$ cat src/rtl/alu_issue.sv
// ---------------------------------------------------------------------------
// alu_issue: execute-stage sequencer that sits directly in front of the ALU.
//
// Takes one op per upstream handshake and fires it at the ALU with a
// single-cycle enable. Operands and opcode stay latched until the ALU's busy
// window ends. The sequencer then captures the result, resolves the branch
// condition and offers result/tag/taken to writeback.
//
// Handshake rule (both sides): a transfer happens on a rising edge where
// valid && ready are both high. Valid never depends on ready. Upstream ready
// (O_ready) is high in IDLE. It is also high in DONE while writeback accepts
// (I_ready) and no flush is active, so a new op can issue back to back.
// I_flush beats both the upstream accept and the writeback handshake.
//
// Ports:
//   I_clk, I_reset        clock, synchronous active-high reset
//   I_valid/O_ready       upstream op handshake
//   I_op1, I_op2          operands
//   I_aluop               ALU opcode
//   I_isbranch, I_brfunc  conditional-branch marker and branch funct3
//   I_tag                 destination tag carried alongside the op
//   I_flush               kill the in-flight op
//   O_alu_en              one-cycle ALU launch pulse
//   O_alu_dataS1/S2       latched operands to the ALU
//   O_alu_aluop           latched opcode to the ALU
//   I_alu_busy            ALU multi-cycle busy
//   I_alu_data            ALU result
//   I_alu_lt/ltu/eq       ALU compare flags
//   O_valid/I_ready       writeback handshake
//   O_data, O_tag         captured result and tag
//   O_taken               branch taken (0 for non-branches)
//   O_stall_cnt           saturating count of busy cycles spent in WAIT
//   O_state               FSM state for debug/observation
// ---------------------------------------------------------------------------
module alu_issue #(
  parameter int CNT_W = 16,
  parameter int TAG_W = 5
) (
  input  logic             I_clk,
  input  logic             I_reset,
  input  logic             I_valid,
  output logic             O_ready,
  input  logic [31:0]      I_op1,
  input  logic [31:0]      I_op2,
  input  logic [4:0]       I_aluop,
  input  logic             I_isbranch,
  input  logic [2:0]       I_brfunc,
  input  logic [TAG_W-1:0] I_tag,
  input  logic             I_flush,
  output logic             O_alu_en,
  output logic [31:0]      O_alu_dataS1,
  output logic [31:0]      O_alu_dataS2,
  output logic [4:0]       O_alu_aluop,
  input  logic             I_alu_busy,
  input  logic [31:0]      I_alu_data,
  input  logic             I_alu_lt,
  input  logic             I_alu_ltu,
  input  logic             I_alu_eq,
  output logic             O_valid,
  input  logic             I_ready,
  output logic [31:0]      O_data,
  output logic [TAG_W-1:0] O_tag,
  output logic             O_taken,
  output logic [CNT_W-1:0] O_stall_cnt,
  output logic [1:0]       O_state
);

  typedef enum logic [1:0] {
    S_IDLE = 2'd0,
    S_EXEC = 2'd1,
    S_WAIT = 2'd2,
    S_DONE = 2'd3
  } state_t;

  state_t             state;
  logic               isbr_q;
  logic [2:0]         brfunc_q;
  logic [TAG_W-1:0]   tag_q;
  logic               kill;
  logic               accept;
  logic               taken_c;

  localparam logic [CNT_W-1:0] CNT_ONE = {{(CNT_W-1){1'b0}}, 1'b1};
  localparam logic [CNT_W-1:0] CNT_MAX = {CNT_W{1'b1}};

  assign O_state = state;
  assign O_valid = (state == S_DONE);

  // The upstream may only be accepted in IDLE, or in DONE when the current
  // result is leaving the same cycle.
  always_comb begin
    O_ready = 1'b0;
    if (state == S_IDLE)
      O_ready = 1'b1;
    else if (state == S_DONE)
      O_ready = I_ready && !I_flush;
  end

  assign accept   = I_valid && O_ready && !I_flush;
  assign O_alu_en = (state == S_EXEC) && !I_flush;

  // Branch resolution from the flags presented when busy drops.
  always_comb begin
    taken_c = 1'b0;
    case (brfunc_q)
      3'b000:  taken_c = I_alu_eq;
      3'b001:  taken_c = !I_alu_eq;
      3'b100:  taken_c = I_alu_lt;
      3'b101:  taken_c = !I_alu_lt;
      3'b110:  taken_c = I_alu_ltu;
      3'b111:  taken_c = !I_alu_ltu;
      default: taken_c = 1'b0;
    endcase
    if (!isbr_q)
      taken_c = 1'b0;
  end

  always_ff @(posedge I_clk) begin
    if (I_reset) begin
      state        <= S_IDLE;
      O_alu_dataS1 <= '0;
      O_alu_dataS2 <= '0;
      O_alu_aluop  <= '0;
      isbr_q       <= 1'b0;
      brfunc_q     <= '0;
      tag_q        <= '0;
      kill         <= 1'b0;
      O_data       <= '0;
      O_tag        <= '0;
      O_taken      <= 1'b0;
      O_stall_cnt  <= '0;
    end else begin
      // The operand latch is shared by IDLE and DONE. Those are the only
      // states where accept can be high. This also keeps the ALU-facing
      // registers frozen from EXEC through the end of the busy window.
      if (accept) begin
        O_alu_dataS1 <= I_op1;
        O_alu_dataS2 <= I_op2;
        O_alu_aluop  <= I_aluop;
        isbr_q       <= I_isbranch;
        brfunc_q     <= I_brfunc;
        tag_q        <= I_tag;
      end

      case (state)
        S_IDLE: begin
          if (accept)
            state <= S_EXEC;
        end

        S_EXEC: begin
          if (I_flush)
            state <= S_IDLE;
          else
            state <= S_WAIT;
        end

        S_WAIT: begin
          if (I_alu_busy) begin
            // The ALU cannot be aborted, so a flush is remembered and the
            // busy window drains before the op is dropped.
            if (O_stall_cnt != CNT_MAX)
              O_stall_cnt <= O_stall_cnt + CNT_ONE;
            if (I_flush)
              kill <= 1'b1;
          end else if (kill || I_flush) begin
            kill  <= 1'b0;
            state <= S_IDLE;
          end else begin
            O_data  <= I_alu_data;
            O_tag   <= tag_q;
            O_taken <= taken_c;
            state   <= S_DONE;
          end
        end

        S_DONE: begin
          if (I_flush)
            state <= S_IDLE;
          else if (I_ready)
            state <= accept ? S_EXEC : S_IDLE;
        end

        default: state <= S_IDLE;
      endcase
    end
  end

endmodule

$ cat config.mk
export PLATFORM = sky130hd
export DESIGN_NAME = alu_issue
export DESIGN_NICKNAME = d
export VERILOG_FILES = /design/src/rtl/alu_issue.sv
export SDC_FILE = /design/constraint.sdc
export NUM_CORES = 1
export LEC_CHECK = 0
export CAP_MARGIN = 20
export CORE_MARGIN = 2
export CORE_UTILIZATION = 36
export DETAILED_ROUTE_END_ITERATION = 12
export PLACE_DENSITY = 0.77
export SLEW_MARGIN = 0
export SYNTH_ARGS = -nofsm -noshare
export SYNTH_HDL_FRONTEND = slang
export SYNTH_SLANG_ARGS = --single-unit
$ cat constraint.sdc
create_clock -name I_clk -period 2 [get_ports I_clk]
set_clock_uncertainty 0.05 [all_clocks]
set_input_delay 0.3 -clock I_clk [delete_from_list [all_inputs] [get_ports I_clk]]
set_output_delay 0.3 -clock I_clk [all_outputs]
set_load 0.03 [all_outputs]
==> run metrics, run 1 <==
die height=122 microns; nature of the critical path endpoint=primary output; fin. max-slew vios=0; Slew @ Worst Pin=0.411 ns; post-cts resize count=3; top_reg_cell synth=dfxtp_1; YS warnings=0; multi-input logic area=2180 sq um; CP bufs+invs=1; CP Class=flop to primary output; DRT Pass-1 Iters=4; area share of the largest cell type after synthesis=0.536; Total Power=0.00671 W; clock slew at reported path FFs=0.06 ns; via count=5095; switching share of total power=0.230; combinational power share=0.126; Post-CTS Setup Inserts=0; final wirelength=14.9 mm; register area share after synthesis=0.536; dominant cells by area after synthesis=dfxtp_1 (54%), nand2_1 (18%), a21oi_1 (12%); clock power share=0.453; top-count cell post-synth=nand2_1; Post-synth ARST share=0; Static Leak=3.01 nW; initial core utilization=0.366; H-tree level count=4; Netlist Area Pre-Place=5040 sq um; layout cells sized above 1=0.0834; Yosys cell types=41; number of synthesized flops with an enable pin=0; Req. time, crit path=1.65 ns; CTS Root Cell=clkbuf_16; FP Rows=43; post-route ant nets=0; wire length per cell=13.8 microns; PortBufs=246; CP Launch Type=flop; Fill cells=1232; Worst slew margin=0.726; sequential power share=0.421; # setup viols final=0; Final Hold Vio Count=0; pwr dens=793 nW/um^2; Yosys reg bits=135; P_int=0.00516 W; worst-skew pair later-pin latency=0.40 ns; hold crit path type=input port to flop; Peak VDD IR=0.000516 V; Max Cap Viol=0; Final WS setup=0.103 ns; Critical Path AT=1.55 ns; Placer Congestion=0.770; GRT overflow=0; first-pass GRT wire length=23.1 mm; Synth-to-Final Area Change=67.7%; vias in the first global route=4745; Yosys top cell by area=dfxtp_1; largest net degree at the start of global routing=74; Clock Path Buffers=2; Psw=0.00154 W; die area=15000 sq um; Overall Global Routing Usage=0.194; Die X=122 microns; Ports=247; commonest cells in the netlist=nand2_1 (236), dfxtp_1 (135), a21oi_1 (123); drc violations=0; Max Fclk=527 MHz; CTS sink count=135; antenna violations before repair=1; CP Cell Sequence=clkdlybuf4s50_1; Final Util=0.614; Syn Nets=759; Placement Setup Slack=-0.198 ns; DRT iter0 DRCs=312; outcome=completed; Synth Area per Inst=7.89 sq um; vias per cell=4.72; CP top delay family=buffers and inverters; max incr delay on CP=0.71 ns; CP max FO=7; RSZ-0062 raised after global routing=false; fin nets=1007; CTS hold repair buffers=0; post-synthesis cell count=639; register area=2710 sq um; min cycle time layout=1.90 ns; CORE AREA=13800 sq um; hpwl dp=10.3 mm; Critical-path top delay cell=clkdlybuf4s50_1; TritonCTS clock tree=yes; Num CTS Buffers=17; fin crit share=0.948
[layer usage]
layer	share of wire	GRT usage
met5	0	0
met4	0.013	0.0639
met3	0.092	0.0860
met2	0.49	0.316
met1	0.41	0.228
[layout by cell type (no fill, tap or decap), types with 3 or more instances in the layout]
cell             Yosys  routed
a21oi_1            123     123
a31oi_1              5       5
and3_1               3       3
buf_12               0       7
buf_4                0      21
clkbuf_16            0      17
clkbuf_8             0       4
clkdlybuf4s50_1      0     241
clkinv_2             0       4
dfxtp_1            135     127
dfxtp_2              0       8
inv_1                5       5
nand2_1            236     236
nand2b_1             4       4
nand3_1              8       8
nand4_1              4       4
nor2_1               9       9
nor2b_1              3       3
nor3_1               7       7
nor4_1               4       3
o21ai_0              6       6
o31ai_1              6       6
or2_2                3       3
or4_1                6       6
[registers in the layout, summed over array words and instances (netlist names), 2 cells and up]
register      flops
O_state           2
O_data           32
O_alu_dataS2     32
O_stall_cnt      16
O_alu_dataS1     32
O_alu_aluop       5
O_tag             5
tag_q             5
brfunc_q          3
[per-stage QoR]
| stage | hold slack, ns | TNS, ns | instances | cell area (sq um) |
|---|---|---|---|---|
| 2_1_floorplan | 0.382 | 0 | 639 | 5050 |
| 3_3_place_gp | 0.389 | -2.47 | 1048 | 7870 |
| 3_5_place_dp | 0.396 | -3.28 | 1048 | 7870 |
| 4_1_cts | 0.258 | 0 | 1079 | 8450 |
| 5_1_grt | 0.276 | 0 | 1079 | 8450 |
| 6_report | 0.272 | 0 | 1080 | 8460 |
[worst paths after layout]
check                               start                            end  slack (ns)  depth (start not counted)
max          O_stall_cnt[11]$_SDFFE_PP0P_                O_stall_cnt[11]        0.10                          1
max reg2reg  O_stall_cnt[10]$_SDFFE_PP0P_   O_stall_cnt[15]$_SDFFE_PP0P_        0.16                          4
min                               I_reset  O_alu_dataS2[11]$_SDFFE_PP0P_        0.27                          2
min reg2reg         tag_q[3]$_SDFFE_PP0P_          O_tag[3]$_SDFFE_PP0P_        0.40                          2
[cells by family (layout without fill, tap and decap cells)]
| group | after synthesis | count (layout) | share of synthesized area |
|---|---|---|---|
| mux | 3 | 3 | 0.00621 |
| flops | 135 | 135 | 0.536 |
| simple gates | 296 | 296 | 0.249 |
| fa+ha+maj | 1 | 1 | 0.00248 |
| other cells | 0 | 1 | 0 |
| buf+inv | 48 | 308 | 0.0360 |
| compound gates | 154 | 154 | 0.167 |
| xor+xnor | 2 | 2 | 0.00348 |
[final cells by class]
type                            count  share of cell area
Timing Repair Buffer              272               0.324
Sequential cell                   135               0.321
Multi-Input combinational cell    456               0.257
Clock buffer                       23              0.0577
Tap cell                          180              0.0266
Clock inverter                      8              0.0114
Inverter                            5             0.00222
Antenna cell                        1            0.000296
[power by group through the flow]
stage	combinational, W	sequential, W	clock [W]
after CTS	0.000854	0.00282	0.00312
after global placement	0.000849	0.00287	0
after global routing	0.000908	0.00283	0.00323
after detailed placement	0.000851	0.00288	0
after floorplan	0.000217	0.00302	0
final	0.000847	0.00282	0.00304
Power figures use the tool's default switching activity.
==> run 2, diff against run 1 <==
CTS_BUF_LIST = sky130_fd_sc_hd__clkbuf_16   (was unset)
SLEW_MARGIN = unset   (was 0)
==> run metrics, run 2 (synthesis results as in run 1) <==
wire length per cell=13.7 microns (-0.44%); first-pass GRT wire length=23.1 mm (-0.15%); pwr dens=777 nW/um^2 (-2.0%); final wirelength=14.8 mm (-0.44%); CP top delay family=buffers and inverters; TritonCTS clock tree=yes; CP bufs+invs=1 (unchanged); fin nets=1007 (unchanged); sequential power share=0.431 (+0.010); clock slew at reported path FFs=0.06 ns (about the same); vias in the first global route=4761 (+0.34%); Placement Setup Slack=-0.198 ns (unchanged); Max Fclk=526 MHz (-0.16%); Worst slew margin=0.728 (+0.00212); Worst R2R Start=O_stall_cnt[10]$_SDFFE_PP0P_; switching share of total power=0.236 (+0.00584); outcome=completed; die area=15000 sq um (unchanged); PortBufs=246 (unchanged); FP Rows=43 (unchanged); Slew @ Worst Pin=0.408 ns (-0.00319 ns); Final WS setup=0.0999 ns (-0.00312 ns); combinational power share=0.129 (+0.003); drc violations=0 (unchanged); GRT overflow=0 (unchanged); hold wc startpoint=I_reset; Hold Path Stages=2 (unchanged); area post-placement=7870 sq um (unchanged); hold crit path type=input port to flop; CP Launch Type=flop; Clock Path Buffers=2 (unchanged); Critical-path top delay cell=clkdlybuf4s50_1; via count=5096 (+0.020%); fin crit share=0.950 (+0.00156); Worst path depth=1 (unchanged); Design Area, Final=8420 sq um (-0.47%); layout cells sized above 1=0.0790 (-0.00445); Overall Global Routing Usage=0.194 (about the same); clock power share=0.439 (-0.014); beginning of the critical path=O_stall_cnt[11]$_SDFFE_PP0P_; largest net degree at the start of global routing=74 (unchanged); RSZ-0062 raised after global routing=false; Largest regs=O_alu_dataS1: 32 flops, O_alu_dataS2: 32 flops, O_data: 32 flops; Synth-to-Final Area Change=66.9%; post-route ant nets=0 (unchanged); worst-skew pair later-pin latency=0.41 ns (about the same); DRT Pass-1 Iters=5 (+1); antenna violations before repair=1 (unchanged); Req. time, crit path=1.65 ns (about the same); P_int=0.00500 W (-3.2%); most frequent cells in the layout=clkdlybuf4s50_1 (241), nand2_1 (236), dfxtp_1 (127), a21oi_1 (123), buf_4 (21); Final Hold Vio Count=0 (unchanged); fin. max-slew vios=0 (unchanged); Fill cells=1240 (+0.65%); CP Class=flop to primary output; most common cell after layout, fill and taps aside=clkdlybuf4s50_1; CP max FO=7 (unchanged); Max Cap Viol=0 (unchanged); Placer Congestion=0.770 (unchanged); min cycle time layout=1.90 ns (+0.00312 ns); vias per cell=4.72 (about the same); Ports=247 (unchanged); H-tree level count=4 (unchanged); Die X=122 microns (unchanged); nature of the critical path endpoint=primary output; CTS sink count=135 (unchanged); initial core utilization=0.366 (unchanged); CORE AREA=13800 sq um (unchanged); DRT iter0 DRCs=278 (-11%); Static Leak=2.99 nW (-0.47%); Post-CTS Setup Inserts=0 (unchanged); Psw=0.00154 W (about the same); hpwl dp=10.3 mm (unchanged); CP Cell Sequence=clkdlybuf4s50_1; max incr delay on CP=0.71 ns (about the same); reg2reg path depth=4 (unchanged); Num CTS Buffers=17 (unchanged); die height=122 microns (unchanged); # setup viols final=0 (unchanged); CTS Root Cell=clkbuf_16; Peak VDD IR=0.000514 V (-0.29%); Critical Path AT=1.55 ns (about the same)
==> run 2: cell count changes in the layout (fill, tap and decap cells not counted), sizes merged <==
| cell | delta |
|---|---|
| clkinv | +4 |
| clkbuf | -6 |
| inv | +2 |
==> run 2: path summary, 6_finish.rpt <==
| check | endpoint | slack [ns] |
|---|---|---|
| worst min-delay path | O_alu_dataS2[11]$_SDFFE_PP0P_ | 0.27 |
| worst max-delay path | O_stall_cnt[11] | 0.1 |
| worst min register to register | O_tag[3]$_SDFFE_PP0P_ | 0.40 |
| worst max register to register | O_stall_cnt[15]$_SDFFE_PP0P_ | 0.16 |
==> run 2: final cells by class <==
type / count / area [sq um] / share of cell area
Clock buffer: 17 / 425 / 0.0506
Antenna cell: 1 / 2.50 / 0.000297
Inverter: 5 / 18.8 / 0.00223
Sequential cell: 135 / 2710 / 0.322
Clock inverter: 14 / 119 / 0.0141
Timing Repair Buffer: 272 / 2740 / 0.325
Multi-Input combinational cell: 456 / 2180 / 0.259
Tap cell: 180 / 225 / 0.0268
==> run 2: power groups by stage <==
stage	Combinational [W]	Sequential (W)	Clock, W
3_3_place_gp	0.000849	0.00287	0
2_1_floorplan	0.000217	0.00302	0
3_5_place_dp	0.000851	0.00288	0
6_report	0.000847	0.00282	0.00287
4_1_cts	0.000854	0.00282	0.00295
5_1_grt	0.000908	0.00283	0.00307
==> run 2: through the flow <==
step	util	TNS, ns	power [W]	hold slack (ns)	std cells
after CTS	0.611	0	0.00662	0.255	1079
after global routing	0.611	0	0.00681	0.271	1079
after global placement	0.571	-2.47	0.00372	0.389	1048
final	0.611	0	0.00654	0.269	1080
after detailed placement	0.571	-3.28	0.00373	0.396	1048
after floorplan	-	0	0.00324	0.382	639
==> run 2: what timing repair did <==
item                       in CTS  in global routing
hold buffers                    0                  0
setup endpoints to repair       3                  2
pin swaps                       0                  0
gates resized for setup         3                  3
==> run 2: layer usage <==
layer | routed length (microns) | global-route usage | vias up
met5 | 0 | 0 | -
met1 | 6200 | 0.228 | 2291
met2 | 7200 | 0.315 | 155
met3 | 1260 | 0.0874 | 13
li1 | - | - | 2637
met4 | 185 | 0.0661 | 0
==> run 3, diff against run 2 <==
CTS_BUF_LIST = unset   (was sky130_fd_sc_hd__clkbuf_16)
PLACE_DENSITY = unset   (was 0.77)
PLACE_DENSITY_LB_ADDON = 0.12   (was unset)
==> run metrics, run 3 (synthesis results as in run 1) <==
CP Launch Type=flop; largest net degree at the start of global routing=78 (+5.4%); hold slack=0.201 ns (-0.0684 ns); worst-skew pair later-pin latency=0.41 ns (about the same); # setup viols final=0 (unchanged); PortBufs=246 (unchanged); die height=122 microns (unchanged); fin. max-slew vios=0 (unchanged); Placer Congestion=0.778 (+1.0%); wire length per cell=14.1 microns (+2.7%); layout cells sized above 1=0.0866 (+0.00759); hold crit path type=input port to flop; min cycle time layout=1.94 ns (+0.0432 ns); Critical Path AT=1.59 ns (+0.04 ns); TNS Setup=0 ns (unchanged); Worst slew margin=0.738 (+0.00986); vias in the first global route=4984 (+4.7%); CTS sink count=135 (unchanged); Slew @ Worst Pin=0.393 ns (-0.0148 ns); Clock Path Buffers=2 (unchanged); post-cts resize count=4 (+1); clock slew at reported path FFs=0.06 ns (about the same); GRT overflow=0 (unchanged); Synth-to-Final Area Change=68.7%; Ports=247 (unchanged); die area=15000 sq um (unchanged); Static Leak=3.01 nW (+0.66%); first-pass GRT wire length=23.7 mm (+2.6%); CTS Root Cell=clkbuf_16; nature of the critical path endpoint=primary output; CP bufs+invs=1 (unchanged); CTS hold repair buffers=0 (unchanged); CP Cell Sequence=clkdlybuf4s50_1; DRT iter0 DRCs=226 (-19%); Final Hold Vio Count=0 (unchanged); DRT Pass-1 Iters=4 (-1); CP max FO=7 (unchanged); Post-CTS Setup Inserts=0 (unchanged); H-tree level count=4 (unchanged); outcome=completed; Peak VDD IR=0.000725 V (+41%); Max Fclk=515 MHz (-2.2%); most common cell after layout, fill and taps aside=clkdlybuf4s50_1; Req. time, crit path=1.65 ns (about the same); CP top delay family=buffers and inverters; post-route ant nets=0 (unchanged); via count=5292 (+3.8%); drc violations=0 (unchanged); Largest regs=O_alu_dataS1: 32 flops, O_alu_dataS2: 32 flops, O_data: 32 flops; initial core utilization=0.366 (unchanged); FP Rows=43 (unchanged); max incr delay on CP=0.74 ns (+0.03 ns); ant diodes=0 (-1); Critical-path top delay cell=clkdlybuf4s50_1; Placement Setup Slack=-0.196 ns (+0.00210 ns); vias per cell=4.90 (+3.8%); CORE AREA=13800 sq um (unchanged); hpwl dp=10.8 mm (+4.5%); Num CTS Buffers=17 (unchanged); Fill cells=1249 (+0.73%); area post-placement=7890 sq um (+0.25%); RSZ-0062 raised after global routing=false; Die X=122 microns (unchanged); Placed Cells=1049 (+0.095%); fin nets=1008 (+0.099%); Final WS setup=0.0567 ns (-0.0432 ns); most frequent cells in the layout=clkdlybuf4s50_1 (241), nand2_1 (236), dfxtp_1 (128), a21oi_1 (123), buf_4 (21); fin crit share=0.972 (+0.0216); Overall Global Routing Usage=0.201 (+0.00654); Design Area, Final=8500 sq um (+1.0%); antenna violations before repair=1 (unchanged); Max Cap Viol=0 (unchanged); CP Class=flop to primary output; pwr dens=808 nW/um^2 (+3.9%); Final Non-Filler Cells=1081 (+0.093%); TritonCTS clock tree=yes; final wirelength=15.3 mm (+2.8%)
==> run 3: cell types whose count changed in the layout (fill, tap and decap cells not counted), moves of 2 or more <==
cell | before | now
clkinv_1 | 4 | 0
inv_6 | 0 | 2
clkinv_2 | 4 | 2
inv_1 | 7 | 5
clkinv_4 | 1 | 3
clkinvlp_4 | 1 | 4
==> run 3: worst paths after layout <==
path              slack, ns  cells after the start                         from                             to
setup / recovery       0.06                      1  O_stall_cnt[2]$_SDFFE_PP0P_                 O_stall_cnt[2]
hold / removal         0.20                      2                      I_reset  O_alu_dataS2[14]$_SDFFE_PP0P_
setup reg to reg       0.18                      5      O_state[1]$_SDFFE_PP0P_    O_stall_cnt[5]$_SDFFE_PP0P_
hold reg to reg        0.40                      2  O_alu_aluop[2]$_SDFFE_PP0P_    O_alu_aluop[2]$_SDFFE_PP0P_
==> run 3: worst register-to-register path, delay by kind of cell, from the launching register on <==
family	cells	cell delay, ns
simple gates	3	0.91
flops	1	0.45
compound gates	1	0.15
buf+inv	1	0.18
==> run 3: final cells by class <==
class	count	area (sq um)	share of cell area
Timing Repair Buffer	273	2760	0.324
Sequential cell	135	2710	0.319
Multi-Input combinational cell	456	2180	0.256
Clock buffer	18	439	0.0517
Tap cell	180	225	0.0265
Clock inverter	14	174	0.0205
Inverter	5	18.8	0.00221
==> run 3: routing by layer <==
| layer | part of all wire | up-vias | track usage |
|---|---|---|---|
| met5 | 0.00085 | - | 0 |
| met4 | 0.022 | 2 | 0.0776 |
| li1 | - | 2644 | - |
| met1 | 0.39 | 2458 | 0.217 |
| met3 | 0.078 | 26 | 0.0832 |
| met2 | 0.51 | 162 | 0.348 |
==> run 3: where the power goes <==
| group | leakage (nW) | total, W | switching (W) | internal [W] |
|---|---|---|---|---|
| registers | 1.10 | 0.00282 | 0.0000447 | 0.00277 |
| clock network | 0.289 | 0.00320 | 0.00120 | 0.00200 |
| logic | 1.63 | 0.000849 | 0.000418 | 0.000431 |
| total | 3.01 | 0.00687 | 0.00166 | 0.00521 |
==> run 3: per-stage QoR <==
step / utilization / total power, W
after CTS: 0.617 / 0.00694
after floorplan: - / 0.00324
after global routing: 0.617 / 0.00713
after detailed placement: 0.573 / 0.00373
after global placement: 0.573 / 0.00371
final: 0.617 / 0.00687
